`src/rtl/acc_arbiter_if.sv`:
```
// acc_arbiter_if: requester-side and accumulator-side signals of the shared accumulator arbiter
interface acc_arbiter_if #(
    parameter int m    = 4,
    parameter int n    = 4,
    parameter int k    = 10,
    parameter int nreq = 4
);
    localparam int width  = m + n;
    localparam int swidth = $clog2(k * (2 ** (m + n) - 1));

    logic [nreq-1:0]         req;
    logic [nreq*k*width-1:0] din_all;
    logic [nreq-1:0]         gnt;
    logic [nreq-1:0]         done;
    logic                    err;
    logic [swidth-1:0]       result;
    logic                    acc_pl;
    logic [k*width-1:0]      acc_din;
    logic                    acc_ready;
    logic [swidth-1:0]       acc_sum;

    modport master (
        output req, din_all, acc_ready, acc_sum,
        input  gnt, done, err, result, acc_pl, acc_din
    );

    modport slave (
        input  req, din_all, acc_ready, acc_sum,
        output gnt, done, err, result, acc_pl, acc_din
    );
endinterface

```
`src/rtl/acc_arbiter.sv`:
```
// acc_arbiter: round-robin sharing of one accumulator among nreq requesters, with a BUSY watchdog
module acc_arbiter #(
    parameter int m    = 4,
    parameter int n    = 4,
    parameter int k    = 10,
    parameter int nreq = 4,
    parameter int tmo  = 64
) (
    input logic        clk,
    input logic        rstn,
    acc_arbiter_if.slave bus
);
    localparam int width  = m + n;
    localparam int swidth = $clog2(k * (2 ** (m + n) - 1));
    localparam int twidth = $clog2(tmo + 1);
    localparam int pw     = (nreq > 1) ? $clog2(nreq) : 1;

    typedef enum logic [1:0] {IDLE, BUSY, GAP} state_t;

    state_t             state, state_n;
    logic [pw-1:0]      ptr, ptr_n, win;
    logic [twidth-1:0]  tcnt, tcnt_n;
    logic               any;
    logic [nreq-1:0]    gnt_n, done_n;
    logic               err_n, pl_n;
    logic [swidth-1:0]  result_n;
    logic [k*width-1:0] din_n;

    function automatic logic [pw-1:0] wrap(input int v);
        return pw'(v % nreq);
    endfunction

    // Round-robin pick: scan from ptr+nreq down to ptr+1 so the nearest requester after ptr wins last
    always_comb begin
        win = ptr;
        any = 1'b0;
        for (int i = nreq; i >= 1; i--) begin
            if (bus.req[wrap(int'(ptr) + i)]) begin
                win = wrap(int'(ptr) + i);
                any = 1'b1;
            end
        end
    end

    // Next state and next register values; arbitration only acts outside BUSY
    always_comb begin
        state_n  = state;
        ptr_n    = ptr;
        tcnt_n   = tcnt;
        gnt_n    = bus.gnt;
        done_n   = '0;
        err_n    = 1'b0;
        result_n = bus.result;
        pl_n     = bus.acc_pl;
        din_n    = bus.acc_din;
        if (state == BUSY) begin
            tcnt_n = tcnt + 1'b1;
            if (bus.acc_ready || tcnt == twidth'(tmo - 1)) begin
                state_n  = GAP;
                done_n   = bus.gnt;
                err_n    = !bus.acc_ready;
                result_n = bus.acc_ready ? bus.acc_sum : '0;
                pl_n     = 1'b0;
            end
        end else if (any) begin
            state_n = BUSY;
            gnt_n   = nreq'(1) << win;
            din_n   = bus.din_all[int'(win)*k*width +: k*width];
            pl_n    = 1'b1;
            tcnt_n  = '0;
            ptr_n   = win;
        end else begin
            state_n = IDLE;
            gnt_n   = '0;
        end
    end

    // State and output registers; reset discards any job in flight without a done pulse
    always_ff @(posedge clk or negedge rstn) begin
        if (!rstn) begin
            state       <= IDLE;
            ptr         <= pw'(nreq - 1);
            tcnt        <= '0;
            bus.gnt     <= '0;
            bus.done    <= '0;
            bus.err     <= 1'b0;
            bus.result  <= '0;
            bus.acc_pl  <= 1'b0;
            bus.acc_din <= '0;
        end else begin
            state       <= state_n;
            ptr         <= ptr_n;
            tcnt        <= tcnt_n;
            bus.gnt     <= gnt_n;
            bus.done    <= done_n;
            bus.err     <= err_n;
            bus.result  <= result_n;
            bus.acc_pl  <= pl_n;
            bus.acc_din <= din_n;
        end
    end
endmodule

```
`src/flat_wrapper.sv`:
```
// flat-port wrapper written by rule: the top's interface ports become plain ports
module acc_arbiter_flat 
#(
    parameter int m    = 4,
    parameter int n    = 4,
    parameter int k    = 10,
    parameter int nreq = 4,
    parameter int tmo  = 64
)
  (clk, rstn, bus_req, bus_din_all, bus_acc_ready, bus_acc_sum, bus_gnt, bus_done, bus_err, bus_result, bus_acc_pl, bus_acc_din);
  acc_arbiter_if #(.m(m), .n(n), .k(k), .nreq(nreq)) bus_i ();
  input logic clk;
  input logic rstn;
  input wire logic [$bits(bus_i.req)-1:0] bus_req;
  input wire logic [$bits(bus_i.din_all)-1:0] bus_din_all;
  input wire logic [$bits(bus_i.acc_ready)-1:0] bus_acc_ready;
  input wire logic [$bits(bus_i.acc_sum)-1:0] bus_acc_sum;
  output wire logic [$bits(bus_i.gnt)-1:0] bus_gnt;
  output wire logic [$bits(bus_i.done)-1:0] bus_done;
  output wire logic [$bits(bus_i.err)-1:0] bus_err;
  output wire logic [$bits(bus_i.result)-1:0] bus_result;
  output wire logic [$bits(bus_i.acc_pl)-1:0] bus_acc_pl;
  output wire logic [$bits(bus_i.acc_din)-1:0] bus_acc_din;
  assign bus_i.req = bus_req;
  assign bus_i.din_all = bus_din_all;
  assign bus_i.acc_ready = bus_acc_ready;
  assign bus_i.acc_sum = bus_acc_sum;
  assign bus_gnt = bus_i.gnt;
  assign bus_done = bus_i.done;
  assign bus_err = bus_i.err;
  assign bus_result = bus_i.result;
  assign bus_acc_pl = bus_i.acc_pl;
  assign bus_acc_din = bus_i.acc_din;
  acc_arbiter #(.m(m), .n(n), .k(k), .nreq(nreq), .tmo(tmo)) u_core (.clk(clk), .rstn(rstn), .bus(bus_i));
endmodule
```
`config.mk`:
```
export PLATFORM = sky130hd
export DESIGN_NAME = acc_arbiter_flat
export DESIGN_NICKNAME = d
export VERILOG_FILES = /design/src/rtl/acc_arbiter_if.sv /design/src/rtl/acc_arbiter.sv /design/src/flat_wrapper.sv
export SDC_FILE = /design/constraint.sdc
export NUM_CORES = 1
export LEC_CHECK = 0
export CORE_AREA = 2 2 171 173
export CTS_CLUSTER_SIZE = 8
export DETAILED_ROUTE_END_ITERATION = 10
export DIE_AREA = 0 0 173 175
export GPL_TIMING_DRIVEN = 0
export PLACE_DENSITY = 0.55
export SLEW_MARGIN = 20
export SYNTH_ARGS = -nofsm -noshare
export SYNTH_HDL_FRONTEND = slang
export SYNTH_SLANG_ARGS = --single-unit
```
`constraint.sdc`:
```
create_clock -name clk -period 3 [get_ports clk]
set_input_delay 0.3 -clock clk [delete_from_list [all_inputs] [get_ports clk]]
set_output_delay 0.3 -clock clk [all_outputs]
set_load 0.05 [all_outputs]
```
==> flow_metrics.tcl, run 1 <==
set metrics [dict create \
    finalPower_mw 12.3 \
    syn_area_per_cell_sq_um 9.12 \
    synth_fp_nets 1095 \
    final_cell_mix "clkdlybuf4s50_1 (439), a211oi_1 (160), dfrtp_1 (111), nor2_1 (86), inv_1 (83)" \
    overflow 0 \
    grt_max_degree 76 \
    rsz0062_at_grt "false" \
    clock_latency_ps 420 \
    skew_ps 18.1 \
    finish.utilization 0.438 \
    via_per_inst 4.81 \
    final_common_cell "clkdlybuf4s50_1" \
    cts_tree "built" \
    reg2reg_depth 7 \
    r2r_start "u_core.state[0]" \
    regArea_sq_um 2830 \
    fmax_mhz 374 \
    cts_setup_buffers 0 \
    layout-drive-gt1-share 0.0594 \
    place_area_sq_um 11800 \
    diodes 0 \
    ctsLongestPathBuffers 2 \
    slew-limit-headroom 0.481 \
    die_h_um 175 \
    multi_input_area_sq_um 3360 \
    antenna_found_initial 0 \
    yosys_warnings 0 \
    cts_max_level 4 \
    layout.nets 1556 \
    rows 62 \
    path_common_cell "clkbuf_1" \
    slowest_stage "clkbuf_1" \
    cts_buffers 17 \
    grt_pass1_wl_um 49700 \
    required_ps 3250 \
    clkSlewWorstSetupHoldPaths_ps 70 \
    cts_root_buf "clkbuf_16" \
    dp_hpwl_um 25400 \
    gp_congestion 0.846 \
    p_per_area_nw_per_um2 988 \
    worst_ep_arrival_time_ps 2930 \
    wl_per_cell_um 20.6 \
    power.leakage_nw 5.12 \
    grtUsageTotal 0.215 \
    hp-class "input pin to async pin" \
    die_area_sq_um 30300 \
    die_w_um 173 \
    hold_viol 0 \
    startpoint_type "register" \
    cp_max_fo 10 \
    portBuffers 440 \
    via_count 7759 \
    yosysUniqueCellTypes 34 \
    status "completed" \
    crit_type "register to register" \
    slowest_delay_ps 650 \
    synth-seq-area-share 0.411 \
    tightestPinTransition_ps 778 \
    fillCellCount 2855 \
    post-route-period-util 0.891 \
    syn_area_sq_um 6880 \
    grt_pass1_vias 8069 \
    fin_setup_tns_ps 0 \
    postRouteAntennaNets 0 \
    synthFlopType "dfrtp_1" \
    worst-path-buf-inv 3 \
    cts.sinks 113 \
    wirelength_um 33200 \
    ys_ff_latch 113 \
    syn_inst 755 \
    layout_min_cycle_time_ps 2670 \
    drc 0 \
    path_cells "nor2b_1, clkbuf_1, or2_2, buf_2, nor2_2, clkbuf_1, a211oi_1" \
    cap_violations 0 \
    rr_endpoint "u_core.bus.acc_din[21]" \
    r2r_slack_ps 330 \
    critPathTopFamily "buffers and inverters" \
    drt-pass1-iter-count 5 \
    synthToLayoutAreaGrowth_pct 80.7 \
    peakVddDrop_v 0.000346 \
    crit_path_end_kind "register" \
    synth_edf_count 0 \
    finalMaxSlewViolations 0 \
    final_area_sq_um 12400 \
    drtIter0Drc 339 \
    synthArstFlopShare 1.00 \
    io-pin-count 441 \
    initial_core_util 0.242 \
    timing.hold.ws_ps 342 \
    core_sq_um 28400 \
    setup_violations 0 \
]
==> kinds of logic (layout without fill, tap and decap cells) <==
kind of cell	after synthesis	count (layout)	synth area share
buf+inv	157	631	0.102
simple gates	131	131	0.0838
flops	113	113	0.411
mux	81	81	0.118
fa+ha+maj	1	1	0.00182
compound gates	272	272	0.283
==> state kept, by name, indices dropped and copies added (netlist names) <==
name,count
u_core.state,2
u_core.bus.result,12
u_core.bus.acc_pl,1
u_core.bus.err,1
u_core.tcnt,7
u_core.ptr,2
u_core.bus.acc_din,80
u_core.bus.gnt,4
u_core.bus.done,4
==> cell usage after synthesis, types with 2 or more instances <==
library cell / number / share of area
mux2i_1: 81 / 0.12
a211oi_1: 160 / 0.17
a22o_1: 12 / 0.015
dfstp_2: 2 / 0.0076
dfrtp_1: 111 / 0.40
nor2b_1: 2 / 0.0018
inv_1: 83 / 0.045
nand2_1: 16 / 0.0087
nor2_1: 87 / 0.047
o41ai_1: 2 / 0.0025
buf_4: 8 / 0.0087
nand2b_1: 4 / 0.0036
o21ai_0: 10 / 0.0073
and3_1: 2 / 0.0018
a21o_1: 2 / 0.0022
o41ai_2: 2 / 0.0047
nand3_1: 4 / 0.0029
clkbuf_1: 43 / 0.023
and2_1: 7 / 0.0064
buf_6: 9 / 0.015
a31oi_1: 82 / 0.075
buf_2: 13 / 0.0095
nor3_1: 2 / 0.0015
==> what timing repair did <==
item                       4_1_cts  5_1_grt
hold endpoints to repair        38        0
setup endpoints to repair        0        2
gates resized for setup          0        1
hold buffers                     1        0
==> report_power, final <==
group	switching, mW	leakage, nW	internal [mW]
Clock	0.891	0.304	1.34
Sequential	0.376	1.31	2.18
Combinational	4.78	3.51	2.72
Total	6.05	5.12	6.25
==> worst max path at each step <==
stage | cells past startpoint | to | slack [ps] | startpoint
2_1_floorplan | 9 | u_core.bus.acc_din[25] | 1090 | u_core.ptr[1]
3_3_place_gp | 1 | u_core.bus.acc_din[10] | -3390 | rstn
3_5_place_dp | 7 | u_core.bus.acc_din[23] | -270 | bus_req[3]
4_1_cts | 7 | u_core.bus.acc_din[23] | 80 | u_core.state[0]
5_1_grt | 7 | u_core.bus.acc_din[27] | 120 | u_core.state[0]
6_report | 7 | u_core.bus.acc_din[21] | 330 | u_core.state[0]
==> area by class of cell <==
type / instances / share of cell area
flip-flops and latches: 113 / 0.228
clock buffers: 17 / 0.0342
repair buffers: 442 / 0.358
multi-input cells: 485 / 0.270
plain buffers: 74 / 0.0315
clock inverters: 15 / 0.0157
inverters: 83 / 0.0250
well taps: 384 / 0.0386
==> worst register-to-register path, delay by kind of cell, from the launching register on <==
| kind | cells | cell delay [ps] |
|---|---|---|
| simple gates | 3 | 960 |
| compound gates | 1 | 170 |
| flops | 1 | 370 |
| buf+inv | 3 | 1020 |
==> through the flow <==
step,setup slack (ps),instances
floorplan,1090,755
CTS,78.1,1613
finish,326,1613
global placement,-3390,1579
global route,120,1613
detailed placement,-267,1580
==> metal layers <==
layer	track usage	vias to the layer above	routed length, um
li1	-	3717	-
met1	0.262	3675	13700
met2	0.377	339	16600
met3	0.0516	28	2340
met4	0.0586	0	551
met5	0	-	0
Note: power is estimated with default switching activity, not from simulation.
==> run 2: changes to the inputs <==
--- a/config.mk
+++ b/config.mk
@@ -10,7 +10,7 @@
 export DETAILED_ROUTE_END_ITERATION = 10
 export DIE_AREA = 0 0 173 175
 export GPL_TIMING_DRIVEN = 0
-export PLACE_DENSITY = 0.55
+export PLACE_DENSITY = 0.58
 export SLEW_MARGIN = 20
 export SYNTH_ARGS = -nofsm -noshare
 export SYNTH_HDL_FRONTEND = slang
==> constraint.sdc (replaced) <==
create_clock -name clk -period 2.2 [get_ports clk]
set_input_delay 0.22 -clock clk [delete_from_list [all_inputs] [get_ports clk]]
set_output_delay 0.22 -clock clk [all_outputs]
set_load 0.05 [all_outputs]
==> run 2 against run 1 <==
Utilization up 2.2 points. Wire length up 0.90%. Critical path depth rose by 2. Register-to-register slack worse by 270 ps. Maximum frequency increased by 25%. Count of clock-buffer cells in the layout did not move. Non-clock buffer count up 13.
==> flow_metrics.tcl, run 2 (synthesis results as in run 1) <==
set metrics [dict create \
    slew-limit-headroom 0.436 \
    die_area_sq_um 30300 \
    io-pin-count 441 \
    finalPower_mw 17.7 \
    tightestPinTransition_ps 847 \
    rsz0062_at_grt "true" \
    fin_setup_tns_ps 0 \
    final_area_sq_um 13100 \
    skew_ps 16.7 \
    portBuffers 440 \
    grt_pass1_vias 8084 \
    timing.hold.ws_ps 250 \
    layout.nets 1569 \
    power.leakage_nw 5.32 \
    cts_tree "built" \
    diodes 0 \
    worst-path-buf-inv 4 \
    hold_viol 0 \
    cts_max_level 4 \
    final_cells 1626 \
    p_per_area_nw_per_um2 1350 \
    cts.sinks 113 \
    required_ps 2500 \
    core_sq_um 28400 \
    place_area_sq_um 11800 \
    drtIter0Drc 414 \
    post-route-period-util 0.973 \
    largest_register_ffs 80 \
    reg.largest.list "u_core.bus.acc_din x80, u_core.bus.result x12, u_core.tcnt x7" \
    dp_hpwl_um 25200 \
    grt_pass1_wl_um 49400 \
    layout_min_cycle_time_ps 2140 \
    cts_root_buf "clkbuf_16" \
    via_per_inst 4.84 \
    slowest_stage "dfstp_2" \
    rows 62 \
    peakVddDrop_v 0.000589 \
    die_w_um 173 \
    critPathTopFamily "compound AO/OA/AOI/OAI gates" \
    crit_type "register to register" \
    final_cell_mix "clkdlybuf4s50_1 (439), a211oi_1 (138), dfrtp_1 (111), nor2_1 (86), inv_1 (83)" \
    fillCellCount 2782 \
    finalMaxSlewViolations 0 \
    cap_violations 0 \
    ctsLongestPathBuffers 2 \
    setup_violations 0 \
    initial_core_util 0.242 \
    clkSlewWorstSetupHoldPaths_ps 70 \
    drc 0 \
    startpoint_type "register" \
    antenna_found_initial 0 \
    pre_cts_ws_ps -1210 \
    cp_max_fo 6 \
    grt_max_degree 76 \
    final_common_cell "clkdlybuf4s50_1" \
    path_cells "nand2b_1, a21o_1, buf_12, and3_4, buf_12, buf_16, buf_12, a211oi_4, a211oi_2" \
    fmax_mhz 467 \
    postRouteAntennaNets 0 \
    wl_per_cell_um 20.6 \
    overflow 0 \
    via_count 7868 \
    wirelength_um 33500 \
    grtUsageTotal 0.213 \
    synthToLayoutAreaGrowth_pct 89.9 \
    worst_ep_arrival_time_ps 2440 \
    status "completed" \
    die_h_um 175 \
    gp_congestion 0.877 \
    regMostFlops "u_core.bus.acc_din" \
    drt-pass1-iter-count 6 \
    hp-class "input pin to async pin" \
    cts_buffers 17 \
    dpl.cell_count 1580 \
    clock_latency_ps 420 \
    path_common_cell "buf_12" \
    finish.utilization 0.460 \
    crit_path_end_kind "register" \
    layout-drive-gt1-share 0.118 \
    slowest_delay_ps 570 \
    layout_setup_ws_ps 58.6 \
]
## run 2: cell count changes in the layout (fill, tap and decap cells not counted), moves of 9 or more
| cell | previous run | this run |
|---|---|---|
| buf_12 | 0 | 9 |
| mux2i_2 | 0 | 13 |
| clkbuf_2 | 0 | 15 |
| a211oi_1 | 160 | 138 |
| a211oi_2 | 0 | 17 |
| clkbuf_1 | 43 | 26 |
| mux2i_1 | 81 | 64 |
## run 2: final cells by class
cell class,instances,area [sq um],share of cell area
well taps,384,480,0.0368
inverters,83,312,0.0238
flip-flops and latches,113,2830,0.217
clock buffers,17,425,0.0325
clock inverters,15,169,0.0129
plain buffers,73,531,0.0406
multi-input cells,485,3640,0.278
repair buffers,456,4680,0.358
## run 2: power by group
group	switching, mW	internal (mW)
Clock	1.18	1.70
Combinational	6.82	4.49
Sequential	0.526	2.98
Total	8.52	9.17
## run 2: repair_timing
action | in CTS | in global routing
hold buffers | 1 | 0
setup buffers | 4 | 6
gates resized for setup | 45 | 71
setup endpoints to repair | 87 | 79
hold endpoints to repair | 38 | 0
gates cloned | 0 | 4
pin swaps | 7 | 39
## run 2: layer usage
layer / global-route usage / vias up / share of wire
met1: 0.260 / 3744 / 0.40
met2: 0.373 / 373 / 0.51
met5: 0 / - / 0
met3: 0.0555 / 20 / 0.075
met4: 0.0540 / 0 / 0.013
li1: - / 3731 / -
## run 2: final timing paths
kind                           startpoint                      to  slack [ps]  cells after the start
max reg2reg                 u_core.ptr[0]  u_core.bus.acc_din[30]          60                      9
min                                  rstn  u_core.bus.acc_din[42]         250                      2
min reg2reg                u_core.tcnt[6]          u_core.bus.err         490                      1
max in group asynchronous            rstn           u_core.ptr[0]        1190                      3
max                         u_core.ptr[0]  u_core.bus.acc_din[30]          60                      9
min in group clk           bus_acc_sum[0]    u_core.bus.result[0]         410                      2
